[config.mk]
export PLATFORM = sky130hd
export DESIGN_NAME = mcctrl
export DESIGN_NICKNAME = d
export VERILOG_FILES = /design/src/rtl/ctrl_pkg.sv /design/src/rtl/ctrl_outdec.sv /design/src/rtl/mcctrl.sv
export SDC_FILE = /design/constraint.sdc
export NUM_CORES = 1
export LEC_CHECK = 0
export BUFFER_PORTS_ARGS = -buffer_cell sky130_fd_sc_hd__clkbuf_2
export CAP_MARGIN = 20
export CORE_MARGIN = 3
export CORE_UTILIZATION = 53
export CTS_CLUSTER_SIZE = 20
export DETAILED_ROUTE_END_ITERATION = 12
export GPL_ROUTABILITY_DRIVEN = 0
export PLACE_DENSITY_LB_ADDON = 0.1
export SLEW_MARGIN = 30
export SYNTH_ARGS = -nofsm -noshare
export SYNTH_HDL_FRONTEND = slang
export SYNTH_HIERARCHICAL = 1
export SYNTH_SLANG_ARGS = --single-unit
[constraint.sdc]
create_clock -name clk -period 2.1 [get_ports clk]
set_input_delay 0.21 -clock clk [delete_from_list [all_inputs] [get_ports clk]]
set_output_delay 0.21 -clock clk [all_outputs]
set_load 0.01 [all_outputs]
[src/rtl/ctrl_pkg.sv]
// Shared types and constants for the multicycle control FSM.
// Holds the state enum, opcode and ALU-op encodings, and the control bundle type.
package ctrl_pkg;

   localparam int unsigned OP_W    = 6;
   localparam int unsigned ALUOP_W = 2;
   localparam int unsigned SEL_W   = 2;

   localparam logic [OP_W-1:0] OP_R    = 6'h00;
   localparam logic [OP_W-1:0] OP_LW   = 6'h23;
   localparam logic [OP_W-1:0] OP_SW   = 6'h2B;
   localparam logic [OP_W-1:0] OP_BEQ  = 6'h04;
   localparam logic [OP_W-1:0] OP_ADDI = 6'h08;
   localparam logic [OP_W-1:0] OP_J    = 6'h02;

   localparam logic [ALUOP_W-1:0] ALUOP_FUNCT = 2'b00;
   localparam logic [ALUOP_W-1:0] ALUOP_SUB   = 2'b01;
   localparam logic [ALUOP_W-1:0] ALUOP_ADD   = 2'b10;

   localparam logic [SEL_W-1:0] SRCB_REG   = 2'b00;
   localparam logic [SEL_W-1:0] SRCB_FOUR  = 2'b01;
   localparam logic [SEL_W-1:0] SRCB_IMM   = 2'b10;
   localparam logic [SEL_W-1:0] SRCB_IMMSH = 2'b11;

   localparam logic [SEL_W-1:0] PCSRC_ALU    = 2'b00;
   localparam logic [SEL_W-1:0] PCSRC_ALUOUT = 2'b01;
   localparam logic [SEL_W-1:0] PCSRC_JUMP   = 2'b10;

   typedef enum logic [3:0] {
      S_FETCH  = 4'd0,
      S_DECODE = 4'd1,
      S_MEMADR = 4'd2,
      S_MEMRD  = 4'd3,
      S_MEMWB  = 4'd4,
      S_MEMWR  = 4'd5,
      S_EXEC   = 4'd6,
      S_ALUWB  = 4'd7,
      S_ADDIEX = 4'd8,
      S_ADDIWB = 4'd9,
      S_BRANCH = 4'd10,
      S_JUMP   = 4'd11
   } ctrl_state_t;

   typedef struct packed {
      logic               iord;
      logic               memread;
      logic               memwrite;
      logic               irwrite;
      logic               regwrite;
      logic               regdst;
      logic               memtoreg;
      logic               alusrca;
      logic [SEL_W-1:0]   alusrcb;
      logic [ALUOP_W-1:0] aluop;
      logic [SEL_W-1:0]   pcsrc;
      logic               pcwrite;
      logic               pcwritecond;
   } ctrl_sig_t;

endpackage

[src/rtl/ctrl_outdec.sv]
// Combinational decode of FSM state (and memory ready) into datapath controls.
module ctrl_outdec
   import ctrl_pkg::*;
(
   input  ctrl_state_t state,
   input  logic        mem_ready,
   output ctrl_sig_t   sig
);

   always_comb begin
      sig = '0;
      case (state)
         S_FETCH: begin
            sig.memread = 1'b1;
            sig.alusrcb = SRCB_FOUR;
            sig.aluop   = ALUOP_ADD;
            sig.irwrite = mem_ready;
            sig.pcwrite = mem_ready;
         end
         // Branch target is precomputed while the opcode is being decoded.
         S_DECODE: begin
            sig.alusrcb = SRCB_IMMSH;
            sig.aluop   = ALUOP_ADD;
         end
         S_MEMADR, S_ADDIEX: begin
            sig.alusrca = 1'b1;
            sig.alusrcb = SRCB_IMM;
            sig.aluop   = ALUOP_ADD;
         end
         S_MEMRD: begin
            sig.iord    = 1'b1;
            sig.memread = 1'b1;
         end
         S_MEMWR: begin
            sig.iord     = 1'b1;
            sig.memwrite = mem_ready;
         end
         S_MEMWB: begin
            sig.regwrite = 1'b1;
            sig.memtoreg = 1'b1;
         end
         S_EXEC: begin
            sig.alusrca = 1'b1;
            sig.aluop   = ALUOP_FUNCT;
         end
         S_ALUWB: begin
            sig.regwrite = 1'b1;
            sig.regdst   = 1'b1;
         end
         S_ADDIWB: sig.regwrite = 1'b1;
         S_BRANCH: begin
            sig.alusrca     = 1'b1;
            sig.aluop       = ALUOP_SUB;
            sig.pcsrc       = PCSRC_ALUOUT;
            sig.pcwritecond = 1'b1;
         end
         S_JUMP: begin
            sig.pcwrite = 1'b1;
            sig.pcsrc   = PCSRC_JUMP;
         end
         default: sig = '0;
      endcase
   end

endmodule

[src/rtl/mcctrl.sv]
// Multicycle control FSM: sequences fetch/decode/execute/memory/writeback,
// stalls on mem_ready and counts retired instructions.
module mcctrl
   import ctrl_pkg::*;
#(
   parameter int unsigned n = 32
) (
   input  logic               clk,
   input  logic               reset_n,
   input  logic [OP_W-1:0]    opcode,
   input  logic               zero,
   input  logic               mem_ready,
   output logic               iord,
   output logic               memread,
   output logic               memwrite,
   output logic               irwrite,
   output logic               regwrite,
   output logic               regdst,
   output logic               memtoreg,
   output logic               alusrca,
   output logic [SEL_W-1:0]   alusrcb,
   output logic [ALUOP_W-1:0] aluop,
   output logic [SEL_W-1:0]   pcsrc,
   output logic               pcwrite,
   output logic               pcwritecond,
   output logic               illegal,
   output logic [n-1:0]       instret
);

   ctrl_state_t state_q, state_d;
   logic        lw_q;
   logic        retire;
   ctrl_sig_t   sig;

   // zero qualifies pcwritecond inside the datapath, so the FSM ignores it.
   logic unused_zero;
   assign unused_zero = zero;

   always_ff @(posedge clk or negedge reset_n) begin
      if (!reset_n) begin
         state_q <= S_FETCH;
         lw_q    <= 1'b0;
         instret <= '0;
      end else begin
         state_q <= state_d;
         if (state_q == S_DECODE) lw_q <= (opcode == OP_LW);
         if (retire) instret <= instret + n'(1);
      end
   end

   always_comb begin
      state_d = state_q;
      illegal = 1'b0;
      retire  = 1'b0;
      case (state_q)
         S_FETCH: if (mem_ready) state_d = S_DECODE;
         S_DECODE: begin
            case (opcode)
               OP_LW, OP_SW: state_d = S_MEMADR;
               OP_R:         state_d = S_EXEC;
               OP_ADDI:      state_d = S_ADDIEX;
               OP_BEQ:       state_d = S_BRANCH;
               OP_J:         state_d = S_JUMP;
               default: begin
                  state_d = S_FETCH;
                  illegal = 1'b1;
               end
            endcase
         end
         S_MEMADR: state_d = lw_q ? S_MEMRD : S_MEMWR;
         S_MEMRD:  if (mem_ready) state_d = S_MEMWB;
         S_MEMWR: begin
            if (mem_ready) begin
               state_d = S_FETCH;
               retire  = 1'b1;
            end
         end
         S_EXEC:   state_d = S_ALUWB;
         S_ADDIEX: state_d = S_ADDIWB;
         S_MEMWB, S_ALUWB, S_ADDIWB, S_BRANCH, S_JUMP: begin
            state_d = S_FETCH;
            retire  = 1'b1;
         end
         default: state_d = S_FETCH;
      endcase
   end

   ctrl_outdec u_outdec (
      .state     (state_q),
      .mem_ready (mem_ready),
      .sig       (sig)
   );

   assign iord        = sig.iord;
   assign memread     = sig.memread;
   assign memwrite    = sig.memwrite;
   assign irwrite     = sig.irwrite;
   assign regwrite    = sig.regwrite;
   assign regdst      = sig.regdst;
   assign memtoreg    = sig.memtoreg;
   assign alusrca     = sig.alusrca;
   assign alusrcb     = sig.alusrcb;
   assign aluop       = sig.aluop;
   assign pcsrc       = sig.pcsrc;
   assign pcwrite     = sig.pcwrite;
   assign pcwritecond = sig.pcwritecond;

endmodule

==> results of run 1 <==
through the flow:
step	worst slack [ps]	utilization	power (mW)
floorplan	195.7	-	1.194
global placement	354.8	0.6656	1.394
detailed placement	297.9	0.6656	1.401
CTS	149.1	0.6906	1.895
global route	31.78	0.6906	1.997
finish	162.8	0.6906	1.875
per-layer routing:
metal	routed length, um	global-route usage	vias to the layer above
li1	-	-	938
met1	2223	0.2837	895
met2	2195	0.2781	57
met3	263	0.03693	6
met4	57	0.09603	0
met5	0	0	-
synthesized netlist by cell type (2+ instances only):
| master | number |
|---|---|
| nor3_1 | 17 |
| or4b_1 | 2 |
| nand2b_1 | 7 |
| xnor2_1 | 6 |
| nand3_1 | 7 |
| clkbuf_1 | 7 |
| a21oi_1 | 4 |
| xor2_1 | 28 |
| buf_4 | 2 |
| and3_1 | 3 |
| nor3b_1 | 8 |
| mux2_2 | 2 |
| and2_1 | 4 |
| dfrtp_1 | 37 |
| nor2_1 | 5 |
| nand4_1 | 9 |
| nand4b_1 | 4 |
| inv_1 | 3 |
| and4_1 | 7 |
| nor2b_1 | 2 |
| buf_2 | 7 |
| o21ai_0 | 3 |
| nand2_1 | 10 |
| nor4_1 | 14 |
cell type report:
class | instances | area [um^2] | area share
clock buffers | 7 | 86.33 | 0.03244
inverters | 3 | 11.26 | 0.004231
multi-input cells | 166 | 1210 | 0.4546
flip-flops and latches | 37 | 925.9 | 0.3479
well taps | 48 | 60.06 | 0.02257
repair buffers | 66 | 367.9 | 0.1382
cell families after synthesis:
kind of cell / Yosys count / share of synthesized area
AND/OR/NAND/NOR: 107 / 0.3080
flip-flops: 37 / 0.4136
XOR/XNOR: 34 / 0.1330
AO/OA/AOI/OAI: 21 / 0.07938
buffers and inverters: 21 / 0.04583
multiplexers: 2 / 0.01006
adder cells (fa/ha/maj): 2 / 0.01006
cells in the final DEF, fill, tap and decap left out, drive strengths merged, types with 2 or more instances in the layout:
cell type and n:
clkbuf 64, dfrtp 37, xor2 28, nor3 17, nor4 15, nand2 10
nand4 10, nor3b 8, nand3 8, buf 8, nand2b 7, and4 7
xnor2 6, nor2 5, a21oi 5, nand4b 4, and2 4, and3 3
inv 3, o21ai 3, or4b 2, nor2b 2, mux2 2
power by group:
part / internal, mW / switching [mW] / leakage, nW / total, mW
Combinational: 0.250 / 0.325 / 0.785 / 0.575
Sequential: 0.757 / 0.0537 / 0.510 / 0.810
Clock: 0.260 / 0.230 / 0.0443 / 0.489
flip-flops by register name (all words and copies together) (netlist names):
register and count:
instret 32, state_q 4, lw_q 1
worst max-delay path, stage by stage, from the launching register on:
cell and delay (ps):
dfrtp_1 410, or4b_1 630, nor3_1 230, clkbuf_2 160
path summary, 6_finish.rpt:
path / start / endpoint / slack [ps] / cells after the start
setup / recovery: state_q[1] / illegal / 160 / 3
hold / removal: opcode[4] / lw_q / 150 / 2
setup reg to reg: state_q[1] / instret[31] / 280 / 6
hold reg to reg: instret[31] / instret[31] / 480 / 1
max in group asynchronous: reset_n / state_q[0] / 1290 / 3
min in group asynchronous: reset_n / instret[1] / 490 / 3
what timing repair did:
item / CTS / global route
endpoints found under the hold margin: 37 / 0
setup endpoints to repair: 0 / 0
hold buffers: 1 / 0
gates resized for setup: 0 / 0
==> results.txt, run 1 <==
Antenna cells: 0
Vias in the first global route: 1602
Fmax: 0.5162 GHz
Sequential cell area fraction in the yosys report: 0.4136
Dpl cell area: 0.002565 mm^2
Vias: 1896
Crit Path Class: reg2out
Hold slack final: 154.5 ps
Non-Filler Instances: 327
RSZ-0062 raised after global routing: no
Clock Pin Slew Worst Setup and Hold Paths: 70 ps
Worst Path Required: 1890 ps
Drt total wl: 4740 um
Die W: 70.99 um
Synth cell types: 50
CP arrival: 1730 ps
Antenna viol nets, final: 0
Skew-Pair Late Insertion Delay: 290 ps
Setup TNS: 0 ps
Pwr dens: 704.4 mW/mm^2
Synth top area cells: dfrtp_1, xor2_1, nor4_1
Final setup violation count: 0
Ys async rst share: 1.000
# DRC: 0
Layout cell share with drive strength beyond 1: 0.2903
Io pins: 59
Core Rows: 22
#FFs+latches synth: 37
CTS Buf Count: 5
Clock sinks: 37
Main synth FF type: dfrtp_1
Syn nets: 235
Initial antenna violation count: 0
EDFF count, synth: 0
Count of final hold-check violations: 0
Measured slew at the worst slew-check pin: 574.8 ps
First-pass DRT Iterations: 4
Critical Path Fanout Max: 6
Post-synthesis area per instance: 9.993 um^2
Clock skew: 2.301 ps
Fillers: 322
H-tree depth: 2
Status: complete, no violations
P_leak: 1.339 nW
Clk root buf: clkbuf_8
Synth top area share: 0.4136
PortBufs: 57
Starting Density: 0.5808
Setup Buffers After CTS: 0
HPWL Detailed: 3267 um
CORE AREA: 0.003854 mm^2
Min cycle time layout: 1937 ps
GRT Overall Usage: 0.1954
Global-route wire length before repair: 7935 um
Clock Path Buffers: 2
Drt wl/cell: 14.50 um
Synthesized area: 0.002238 mm^2
CP endpoint kind: output pin
CTS tree: built
Max-Cap Viols: 0
Startpoint Class: flip-flop
Rel. slew slack: 0.6069
Die footprint: 0.005039 mm^2
Hold Crit Class: in2reg
VDD IR max: 683.1 uV
Final worst-path cycle share: 0.9225
Initial DRC Count: 71
Cells after Synth: 224
Die Y-Extent: 70.99 um
Fin. max-slew vios: 0
Post-route cell area: 0.002661 mm^2
GRT Residual Overflow: 0
Placed Cells: 319
Yosys warnings: 6
Largest net degree at the start of global routing: 38
Vias per cell: 5.798
Nets: 290
Layout area overhead: 18.89%
Largest area contributor in the netlist: dfrtp_1
Power figures use the tool's default switching activity.
==> run 2, diff against run 1 <==
- CORE_MARGIN: 3 -> 2
==> results.txt, run 2 (synthesized netlist as in run 1, its figures left out) <==
Power Total: 2.094 mW (+12%)
Min cycle time layout: 1970 ps (+32.45 ps)
Core Rows: 23 (+4.5%)
CP endpoint kind: output pin
Vias: 1919 (+1.2%)
P_leak: 1.363 nW (+1.8%)
Clock Pin Slew Worst Setup and Hold Paths: 70 ps (about the same)
RSZ-0062 raised after global routing: no
Most common cell after layout, fill and taps aside: clkbuf_2
Die Y-Extent: 68.99 um (-2.8%)
Global-route wire length before repair: 7748 um (-2.4%)
Post-CTS Resized: 0 (unchanged)
Startpoint Class: flip-flop
Critical Path Fanout Max: 8 (+2)
Clock share of power: 0.340 (+0.079)
Clk root buf: clkbuf_8
Max-Cap Viols: 0 (unchanged)
Hold Crit Class: in2reg
Pwr dens: 772.4 mW/mm^2 (+9.6%)
Internal: 1.477 mW (+17%)
Initial antenna violation count: 0 (unchanged)
Hold slack final: 161.4 ps (+6.892 ps)
Starting Density: 0.5556 (-0.02525)
Drt wl/cell: 14.27 um (-1.6%)
Vias per cell: 5.815 (+0.29%)
Measured slew at the worst slew-check pin: 502.3 ps (-72.49 ps)
Biggest regs: instret: 32 flops, state_q: 4 flops, lw_q: 1 flops
Die W: 68.99 um (-2.8%)
HPWL Detailed: 3252 um (-0.47%)
Clock Path Buffers: 2 (unchanged)
Layout cell share with drive strength beyond 1: 0.2964 (+0.006106)
Setup TNS: 0 ps (unchanged)
Clock sinks: 37 (unchanged)
Max FFs per register: 32 (unchanged)
H-tree depth: 2 (unchanged)
Hold depth: 2 (unchanged)
Antenna cells: 0 (unchanged)
Die footprint: 0.004759 mm^2 (-5.6%)
Flop2flop setup slack: 300 ps (+20 ps)
End of the worst hold path: lw_q
R2R depth: 4 (-2)
Initial DRC Count: 63 (-11%)
Logic pwr share: 0.271 (-0.036)
CTS tree: built
CTS Buf Count: 5 (unchanged)
Reg2Reg Launch Point: state_q[0]
Net Sw Frac: 0.2949 (-0.02948)
GRT Residual Overflow: 0 (unchanged)
Layout area overhead: 21.13%
Largest reg by FF count: instret
# DRC: 0 (unchanged)
PortBufs: 57 (unchanged)
VDD IR max: 757.4 uV (+11%)
CP arrival: 1760 ps (+30 ps)
Skew-Pair Late Insertion Delay: 290 ps (about the same)
Vias in the first global route: 1684 (+5.1%)
Crit Path Class: reg2out
Final setup violation count: 0 (unchanged)
Switch Pwr: 0.6176 mW (+1.6%)
Commonest cells after routing, fill and taps aside: clkbuf_2, dfrtp_1, xor2_1, nor3_1, nor4_1
Fin. max-slew vios: 0 (unchanged)
Largest net degree at the start of global routing: 38 (unchanged)
Worst r2r dst: state_q[2]
Drt total wl: 4708 um (-0.68%)
Clock skew: 5.643 ps (+3.341 ps)
Worst Path Required: 1890 ps (about the same)
Count of final hold-check violations: 0 (unchanged)
First-pass DRT Iterations: 4 (unchanged)
CORE AREA: 0.004029 mm^2 (+4.5%)
GRT Overall Usage: 0.2189 (+0.02345)
Sequential share of power: 0.389 (-0.043)
Nets: 290 (unchanged)
Antenna viol nets, final: 0 (unchanged)
Status: complete, no violations
Fmax: 0.5077 GHz (-1.6%)
Final worst-path cycle share: 0.9379 (+0.01545)
Rel. slew slack: 0.6565 (+0.04958)
Hold_sp: opcode[4]
Io pins: 59 (unchanged)
==> run 2: cell types whose count changed in the layout (fill, tap and decap cells not counted) <==
cell,before,now
clkbuf_8,6,5
bufinv_16,0,2
clkbuf_1,1,0
clkinv_2,0,1
==> run 2: how the worst max path moves through the flow <==
stage                     startpoint    endpoint  slack [ps]  cells past startpoint
after floorplan           state_q[1]  instret[1]         200                      5
after global placement    state_q[0]  state_q[2]         340                      4
after detailed placement  state_q[0]  state_q[2]         330                      4
after CTS                 state_q[0]     illegal         120                      3
after global routing      state_q[0]     illegal           2                      3
final                     state_q[0]     illegal         130                      3
==> run 2: per-layer routing <==
| metal | GRT usage | share of wire |
|---|---|---|
| met4 | 0.07353 | 0.013 |
| met2 | 0.3654 | 0.51 |
| met5 | 0 | 0 |
| met1 | 0.2866 | 0.44 |
| met3 | 0.04058 | 0.040 |
==> run 2: metrics by stage <==
stage	util	instance area, um^2	setup WS (ps)	cells
6_report	0.6730	2711	130.4	330
5_1_grt	0.6730	2711	1.750	330
4_1_cts	0.6730	2711	115.2	330
3_5_place_dp	0.6373	2567	325.4	321
3_3_place_gp	0.6373	2567	341.9	321
2_1_floorplan	-	2238	195.7	224
==> run 2: area by class of cell <==
cell class | instances | area, um^2
inverter | 3 | 11.26
clock inverter | 3 | 65.06
fill | 361 | 1318
timing repair buffer | 66 | 367.9
tap | 50 | 62.56
multi-input combinational | 166 | 1210
clock buffer | 5 | 68.82
sequential | 37 | 925.9
==> run 2: power groups by stage <==
stage          Clock, mW  Combinational, mW  Sequential, mW
3_5_place_dp           0              0.569           0.830
5_1_grt            0.761              0.631           0.828
6_report           0.712              0.567           0.815
2_1_floorplan          0              0.358           0.837
3_3_place_gp           0              0.560           0.829
4_1_cts            0.728              0.572           0.816
==> run 2: critical path, cell delays in order, from the launching register on <==
cell      delay [ps]
dfrtp_1          450
or4b_1           620
nor3_1           240
clkbuf_2         170
==> run 2: repair_timing <==
action / in CTS / in global routing
hold buffers: 1 / 0
hold endpoints to repair: 37 / 0
setup buffers: 0 / 0
endpoints found under the setup margin: 0 / 0
